[config.mk]
export PLATFORM = sky130hd
export DESIGN_NAME = mem_responder_flat
export DESIGN_NICKNAME = d
export VERILOG_FILES = /design/src/rtl/cache_pkg.sv /design/src/rtl/mem_responder_if.sv /design/src/rtl/mem_responder.sv /design/src/flat_wrapper.sv
export SDC_FILE = /design/constraint.sdc
export NUM_CORES = 2
export LEC_CHECK = 0
export CAP_MARGIN = 5
export CORE_ASPECT_RATIO = 0.5
export CORE_UTILIZATION = 45
export DETAILED_ROUTE_END_ITERATION = 10
export PLACE_DENSITY = 0.64
export SETUP_SLACK_MARGIN = 0.02
export SKIP_LAST_GASP = 1
export SLEW_MARGIN = 20
export SYNTH_ARGS = -nofsm -noshare
export SYNTH_HDL_FRONTEND = slang
export SYNTH_SLANG_ARGS = --single-unit
[constraint.sdc]
create_clock -name clk -period 2.5 [get_ports clk]
set_input_delay 0.375 -clock clk [delete_from_list [all_inputs] [get_ports clk]]
set_output_delay 0.375 -clock clk [all_outputs]
set_load 0.01 [all_outputs]
[src/rtl/cache_pkg.sv]
// Shared MemBus types and widths used by the cache and the memory responder.
package cache_pkg;

    localparam int ADDR_WIDTH = 6;
    localparam int DATA_WIDTH = 32;

    typedef enum logic [1:0] {
        Op_INVALID = 2'd0,
        Op_READ    = 2'd1,
        Op_WRITE   = 2'd2
    } Op;

endpackage

[src/rtl/mem_responder_if.sv]
// MemBus: single-cycle requests from the cache (master) to memory (slave),
// registered read responses flowing back.
interface mem_responder_if;
    import cache_pkg::*;

    Op                       req_op;
    logic [ADDR_WIDTH-1:0]   req_addr;
    logic [DATA_WIDTH-1:0]   req_data;
    logic                    rsp_vld;
    logic [DATA_WIDTH-1:0]   rsp_data;

    modport master (
        output req_op,
        output req_addr,
        output req_data,
        input  rsp_vld,
        input  rsp_data
    );

    modport slave (
        input  req_op,
        input  req_addr,
        input  req_data,
        output rsp_vld,
        output rsp_data
    );

endinterface

[src/rtl/mem_responder.sv]
// Main-memory model at the downstream end of MemBus. Accepts one request per
// cycle with no back-pressure; writes commit at the acceptance edge, reads
// return through a fixed-depth valid/data pipeline so responses come back in
// order exactly LATENCY cycles after the request.
module mem_responder
    import cache_pkg::*;
#(
    parameter int LATENCY   = 2,
    parameter bit INIT_ZERO = 1'b1
) (
    input  logic            clk,
    input  logic            rst,
    mem_responder_if.slave  rx_bp,
    output logic [31:0]     rd_count,
    output logic [31:0]     wr_count,
    output logic [3:0]      inflight
);

    localparam int DEPTH = 1 << ADDR_WIDTH;

    logic [DATA_WIDTH-1:0] mem [DEPTH];

    logic                  rd_acc;
    logic                  wr_acc;
    logic                  bad_op;
    logic [DATA_WIDTH-1:0] rd_sample;

    // Stage i of the read pipeline; the last stage is what the bus sees.
    logic                  vld_p  [LATENCY];
    logic [DATA_WIDTH-1:0] data_p [LATENCY];

    logic                  pipe_enter;
    logic                  pipe_exit;

    // Request decode: anything other than READ/WRITE is treated as idle.
    always_comb begin
        rd_acc    = 1'b0;
        wr_acc    = 1'b0;
        bad_op    = 1'b0;
        rd_sample = mem[rx_bp.req_addr];
        if (!rst) begin
            case (rx_bp.req_op)
                Op_READ:    rd_acc = 1'b1;
                Op_WRITE:   wr_acc = 1'b1;
                Op_INVALID: ;
                default:    bad_op = 1'b1;
            endcase
        end
    end

    // Storage array: optional clear on reset, otherwise commit writes.
    always_ff @(posedge clk) begin
        if (rst) begin
            if (INIT_ZERO) begin
                for (int i = 0; i < DEPTH; i++) begin
                    mem[i] <= '0;
                end
            end
        end else if (wr_acc) begin
            mem[rx_bp.req_addr] <= rx_bp.req_data;
        end
    end

    // Valid pipeline: reset drops every in-flight read.
    always_ff @(posedge clk) begin
        if (rst) begin
            for (int i = 0; i < LATENCY; i++) begin
                vld_p[i] <= 1'b0;
            end
        end else begin
            vld_p[0] <= rd_acc;
            for (int i = 1; i < LATENCY; i++) begin
                vld_p[i] <= vld_p[i-1];
            end
        end
    end

    // Data pipeline: a stage only loads when a valid read moves into it, so the
    // output stage holds its last value between pulses.
    always_ff @(posedge clk) begin
        for (int i = LATENCY - 1; i >= 1; i--) begin
            if (vld_p[i-1]) begin
                data_p[i] <= data_p[i-1];
            end
        end
        if (rd_acc) begin
            data_p[0] <= rd_sample;
        end
        if (rst) begin
            data_p[LATENCY-1] <= '0;
        end
    end

    assign rx_bp.rsp_vld  = vld_p[LATENCY-1];
    assign rx_bp.rsp_data = data_p[LATENCY-1];

    // With a single stage the accepted read is presented immediately, so it
    // never counts as in flight.
    generate
        if (LATENCY > 1) begin : g_deep
            assign pipe_enter = rd_acc;
            assign pipe_exit  = vld_p[LATENCY-2];
        end else begin : g_shallow
            assign pipe_enter = 1'b0;
            assign pipe_exit  = 1'b0;
        end
    endgenerate

    // Accounting counters; all wrap naturally.
    always_ff @(posedge clk) begin
        if (rst) begin
            rd_count <= '0;
            wr_count <= '0;
            inflight <= '0;
        end else begin
            if (rd_acc) begin
                rd_count <= rd_count + 32'd1;
            end
            if (wr_acc) begin
                wr_count <= wr_count + 32'd1;
            end
            case ({pipe_enter, pipe_exit})
                2'b10:   inflight <= inflight + 4'd1;
                2'b01:   inflight <= inflight - 4'd1;
                default: inflight <= inflight;
            endcase
        end
    end

`ifndef SYNTHESIS
    // Simulation trace of accepted requests and unknown opcodes.
    always_ff @(posedge clk) begin
        if (rd_acc) begin
            $display("mem op=%s addr=0x%h data=0x%h", "READ", rx_bp.req_addr, rd_sample);
        end
        if (wr_acc) begin
            $display("mem op=%s addr=0x%h data=0x%h", "WRITE", rx_bp.req_addr, rx_bp.req_data);
        end
        if (bad_op) begin
            $display("mem warning: unknown op encoding %0d ignored", rx_bp.req_op);
        end
    end
`endif

endmodule

[src/flat_wrapper.sv]
// flat-port wrapper written by rule: the top's interface ports become plain ports
module mem_responder_flat import cache_pkg::*;
#(
    parameter int LATENCY   = 2,
    parameter bit INIT_ZERO = 1'b1
)
  (clk, rst, rd_count, wr_count, inflight, rx_bp_req_op, rx_bp_req_addr, rx_bp_req_data, rx_bp_rsp_vld, rx_bp_rsp_data);
  mem_responder_if rx_bp_i ();
  input  logic clk;
  input  logic rst;
  output logic [31:0] rd_count;
  output logic [31:0] wr_count;
  output logic [3:0] inflight;
  input wire logic [$bits(rx_bp_i.req_op)-1:0] rx_bp_req_op;
  input wire logic [$bits(rx_bp_i.req_addr)-1:0] rx_bp_req_addr;
  input wire logic [$bits(rx_bp_i.req_data)-1:0] rx_bp_req_data;
  output wire logic [$bits(rx_bp_i.rsp_vld)-1:0] rx_bp_rsp_vld;
  output wire logic [$bits(rx_bp_i.rsp_data)-1:0] rx_bp_rsp_data;
  assign rx_bp_i.req_op = rx_bp_req_op;
  assign rx_bp_i.req_addr = rx_bp_req_addr;
  assign rx_bp_i.req_data = rx_bp_req_data;
  assign rx_bp_rsp_vld = rx_bp_i.rsp_vld;
  assign rx_bp_rsp_data = rx_bp_i.rsp_data;
  mem_responder #(.LATENCY(LATENCY), .INIT_ZERO(INIT_ZERO)) u_core (.clk(clk), .rst(rst), .rx_bp(rx_bp_i), .rd_count(rd_count), .wr_count(wr_count), .inflight(inflight));
endmodule
==> impl_summary.md <==
Outcome
The run finished, with violations left. The checks that failed: setup timing.

Worst setup path
The worst setup path is captured at a register. The worst setup path is launched from a register. For flop-to-flop paths, the worst setup slack is -0.06 ns. The path type of the worst setup path is reg -> reg. The launching point of the worst reg2reg path is u_core.mem[17][28].

The worst reg2reg path depth is 6. The endpoint of the worst register-to-register path is u_core.data_p[0][28]. The maximum net fanout on the critical path is 1. For the worst setup path, the data arrival time is 3.17 ns. For the worst setup path, the data required time is 3.11 ns.

Synthesis
The number of enable-type register cells in the synthesized netlist is 2080. Summing the areas of all xor and xnor instances in the mapped netlist gives 0.493% of the synthesized area. The synthesis-stage register bit count is 2182.

The share of synthesized cell area in and, or, nand and nor gates is 16.5%. Averaged over all synthesized cells, the footprint is 13.8 µm². The proportion of register bits with asynchronous set or reset after synthesis is 0%. The combinational family with the most area after synthesis is simple AND/OR/NAND/NOR gates. The portion of synthesized area spent on multiplexers is 8.32%. Synthesis handed over a netlist of 7214 instances. In the synthesized netlist the dominant register cell turns out to be sky130_fd_sc_hd__edfxtp_1. The share of the yosys chip area belonging to registers is 64.9%. The count of warnings emitted by yosys is 0. The total standard cell area after synthesis is 99500 µm². The adder-cell share of the synthesized area is 0.0629%. The number of nets handed over by synthesis was 7261. Yosys mapped the design onto 83 distinct sky130hd cell types. The share of the synthesized area in compound gates (AO/OA/AOI/OAI) is 6.36%.

Final layout
The non-filler instance count after layout is 11000. The register area is 64500 µm². The area overhead of the layout relative to synthesis is 19.3%. The commonest non-fill, non-tap cell in the layout is sky130_fd_sc_hd__edfxtp_1.

The proportion of layout cells with a drive suffix above 1 is 22.8%. The area of combinational cells with multiple inputs is 32000 µm². The total of fill cells in the finished design is 17900. In the final design database the tool counted 7880 nets. In the layout the commonest cells are sky130_fd_sc_hd__edfxtp_1 (2080), sky130_fd_sc_hd__and2_1 (2053), sky130_fd_sc_hd__buf_4 (747), sky130_fd_sc_hd__mux2i_1 (295), sky130_fd_sc_hd__buf_12 (260). The core utilization of the finished layout is 54.3%.

Power
VDD sags by at most 0.539 mV. Of the total power, the share spent switching nets is 24.4%. For this design the total switching power over the nets is 19.9 mW. For this design the static power due to leakage is 42.9 nW. The internal power summed over all cells is 61.8 mW. The sequential share of power is 51.8%. The combinational power share is 10.2%. The share of power burned in the clock network is 38.0%. The power per cell area is 688 nW/µm².

STA
The worst path in the final design needs a cycle of 2.56 ns, including I/O delays and setup. At the pin with the least slew margin, the transition time is 1.14 ns. After layout, the worst path uses 102% of the clock period.

Setup repair after global routing could not meet its margin everywhere. The final-report max-slew violation count came to 0. Final hold analysis gives a worst-case slack of 0.139 ns. Summed over all failing endpoints, the final setup total negative slack is -0.705 ns. The remaining max-slew budget at the tightest pin is 23.9%. The final-report hold violation count is 0. The highest attainable clock frequency is 0.391 GHz. The clock skew is 0.0589 ns. Once routing completed, OpenROAD measured the worst setup slack at -0.0581 ns. The count of final setup violators is 54.

Clock tree
The cell at the root of the clock tree is sky130_fd_sc_hd__clkbuf_16. The CTS tree is yes. At the later pin of the worst-skew pair, clock insertion delay measures 0.88 ns. The maximum count of clock buffers along a single path is 4. The total clock buffers created by CTS is 205.

The H-tree was split into 4 levels. The clock sink count is 2182. After clock tree synthesis, the clock-pin slew on the worst setup and hold paths is 0.06 ns. The number of setup buffers added after CTS is 0.

Run
The number of maximum-capacitance violations is 0.

Floorplan
The die extent in x is 667 µm. For this configuration, the core starts out at a cell density of 45.5%. After floorplanning, the core was divided into 121 placement rows. The top-level I/O count is 143.

The area of the die is 223000 µm². After floorplanning, the core was sized to cover 219000 µm². The die extent in y is 334 µm.

Global routing
The total overflow left after global routing is 0. Global routing used 32.6% of the available tracks. The first-pass GRT wire length is 509000 µm. The number of global-route vias before repair is 63500.

The initial antenna violation count is 47. Entering global routing, the biggest net connects 84 pins.

Route
The count of routing violations after the opening detailed-route iteration is 11900. The detailed-route DRC error count is 0. The final wirelength is 370000 µm. The wire length per cell is 33.8 µm. The routed via count divided by cell count is 6.21. The detailed router placed 68100 vias in this run. The first-pass iteration count of the detailed router is 9.

The detail route stage leaves a number of antenna-violating nets equal to 0.

Placed design
Before CTS, the worst setup slack after placement is -1.19 ns. Summed over all nets, the half-perimeter wirelength after detailed placement is 249000 µm. In this run, placement finished with an instance count of 10600. Routability-driven placement finished with a final weighted congestion of 1.01. Input and output buffers added on the ports amount to 142.

Min path
The depth of the worst hold-timing path is 3. The worst hold path belongs to the class in -> reg. The end point of the worst hold path is u_core.mem[35][10]. The startpoint identified for the worst hold timing path is rx_bp_req_data[10].
==> power by group through the flow <==
stage	clock, mW	sequential (mW)	combinational (mW)
floorplan	0	42.8	3.46
global placement	0	43.0	7.92
detailed placement	0	43.0	7.96
CTS	31.1	42.3	8.00
global route	32.4	42.4	8.36
finish	31.1	42.3	8.29
==> worst max-delay path by stage <==
stage | endpoint | slack (ns) | cells after the start | startpoint
2_1_floorplan | u_core.mem[10][0] | 0.03 | 7 | rx_bp_req_addr[2]
3_5_place_dp | u_core.data_p[0][0] | -1.19 | 12 | rx_bp_req_addr[1]
4_1_cts | u_core.data_p[0][0] | -0.03 | 12 | rx_bp_req_addr[1]
3_3_place_gp | u_core.data_p[0][11] | -1.56 | 11 | rx_bp_req_addr[1]
5_1_grt | u_core.data_p[0][28] | -0.1 | 6 | u_core.mem[17][28]
6_report | u_core.data_p[0][28] | -0.06 | 6 | u_core.mem[17][28]
==> kinds of logic (layout without fill, tap and decap cells) <==
logic type               Yosys count  count (layout)
AO/OA/AOI/OAI                    855             855
XOR/XNOR                          56              56
adder cells (fa/ha/maj)            5               5
buffers and inverters            756            1530
flip-flops                      2182            2182
multiplexers                     627             627
other                              0              14
AND/OR/NAND/NOR                 2733            2733
==> through the flow <==
step | cell area, µm² | power, mW
detailed placement | 112000 | 51.0
finish | 119000 | 81.7
global placement | 112000 | 50.9
floorplan | 99500 | 46.3
CTS | 119000 | 81.4
global route | 119000 | 83.2
==> cell usage after synthesis, types with 50 or more instances <==
library cell,number,area [µm²]
sky130_fd_sc_hd__edfxtp_1,2080,62500
sky130_fd_sc_hd__and2_1,2056,12900
sky130_fd_sc_hd__clkbuf_1,470,1760
sky130_fd_sc_hd__mux2i_1,295,2950
sky130_fd_sc_hd__mux2_2,186,2090
sky130_fd_sc_hd__nor2_1,182,683
sky130_fd_sc_hd__a22oi_1,170,1280
sky130_fd_sc_hd__a221oi_1,164,1440
sky130_fd_sc_hd__mux4_2,140,3150
sky130_fd_sc_hd__nand2_1,137,514
sky130_fd_sc_hd__buf_2,131,656
sky130_fd_sc_hd__a21oi_1,108,541
sky130_fd_sc_hd__dfxtp_1,102,2040
sky130_fd_sc_hd__o22ai_1,88,551
sky130_fd_sc_hd__o21ai_0,82,410
sky130_fd_sc_hd__or2_2,67,419
sky130_fd_sc_hd__buf_1,59,221
sky130_fd_sc_hd__buf_4,50,375
==> critical path, cell delays in order (launching register included) <==
cell and delay, ns:
sky130_fd_sc_hd__edfxtp_1 0.37, sky130_fd_sc_hd__mux2_4 0.27, sky130_fd_sc_hd__a221o_1 0.31, sky130_fd_sc_hd__a222oi_1 0.51, sky130_fd_sc_hd__buf_4 0.24, sky130_fd_sc_hd__o2bb2ai_2 0.07
sky130_fd_sc_hd__or4_4 0.54
==> state kept, by name, indices dropped and copies added, names as in the netlist <==
register	count
u_core.data_p	64
u_core.inflight	4
u_core.mem	2048
u_core.rd_count	32
u_core.vld_p	2
u_core.wr_count	32
==> final cells by class <==
type                       instances  area share, %
antenna                           14         0.0295
clock buffer                     264           4.55
clock inverter                    98          0.772
inverter                          16         0.0611
multi-input combinational       4276           26.9
sequential                      2182           54.3
tap                             2952           3.11
timing repair buffer            1152           10.2
==> timing repair <==
item                                    4_1_cts  5_1_grt
resized for setup                             9        8
hold endpoints to repair                      7        0
endpoints found under the setup margin        7        9
hold buffers                                  3        0
pin swaps                                     5        5
==> per-layer routing <==
metal	wire length, µm	part of all wire (%)	up-vias	global-route usage, %
li1	-	-	27700	-
met1	141000	38	34600	45.3
met2	154000	42	5022	46.4
met3	58800	16	802	12.5
met4	16200	4.4	22	12.1
met5	143	0.039	-	0
Note: power is estimated with default switching activity, not from simulation.
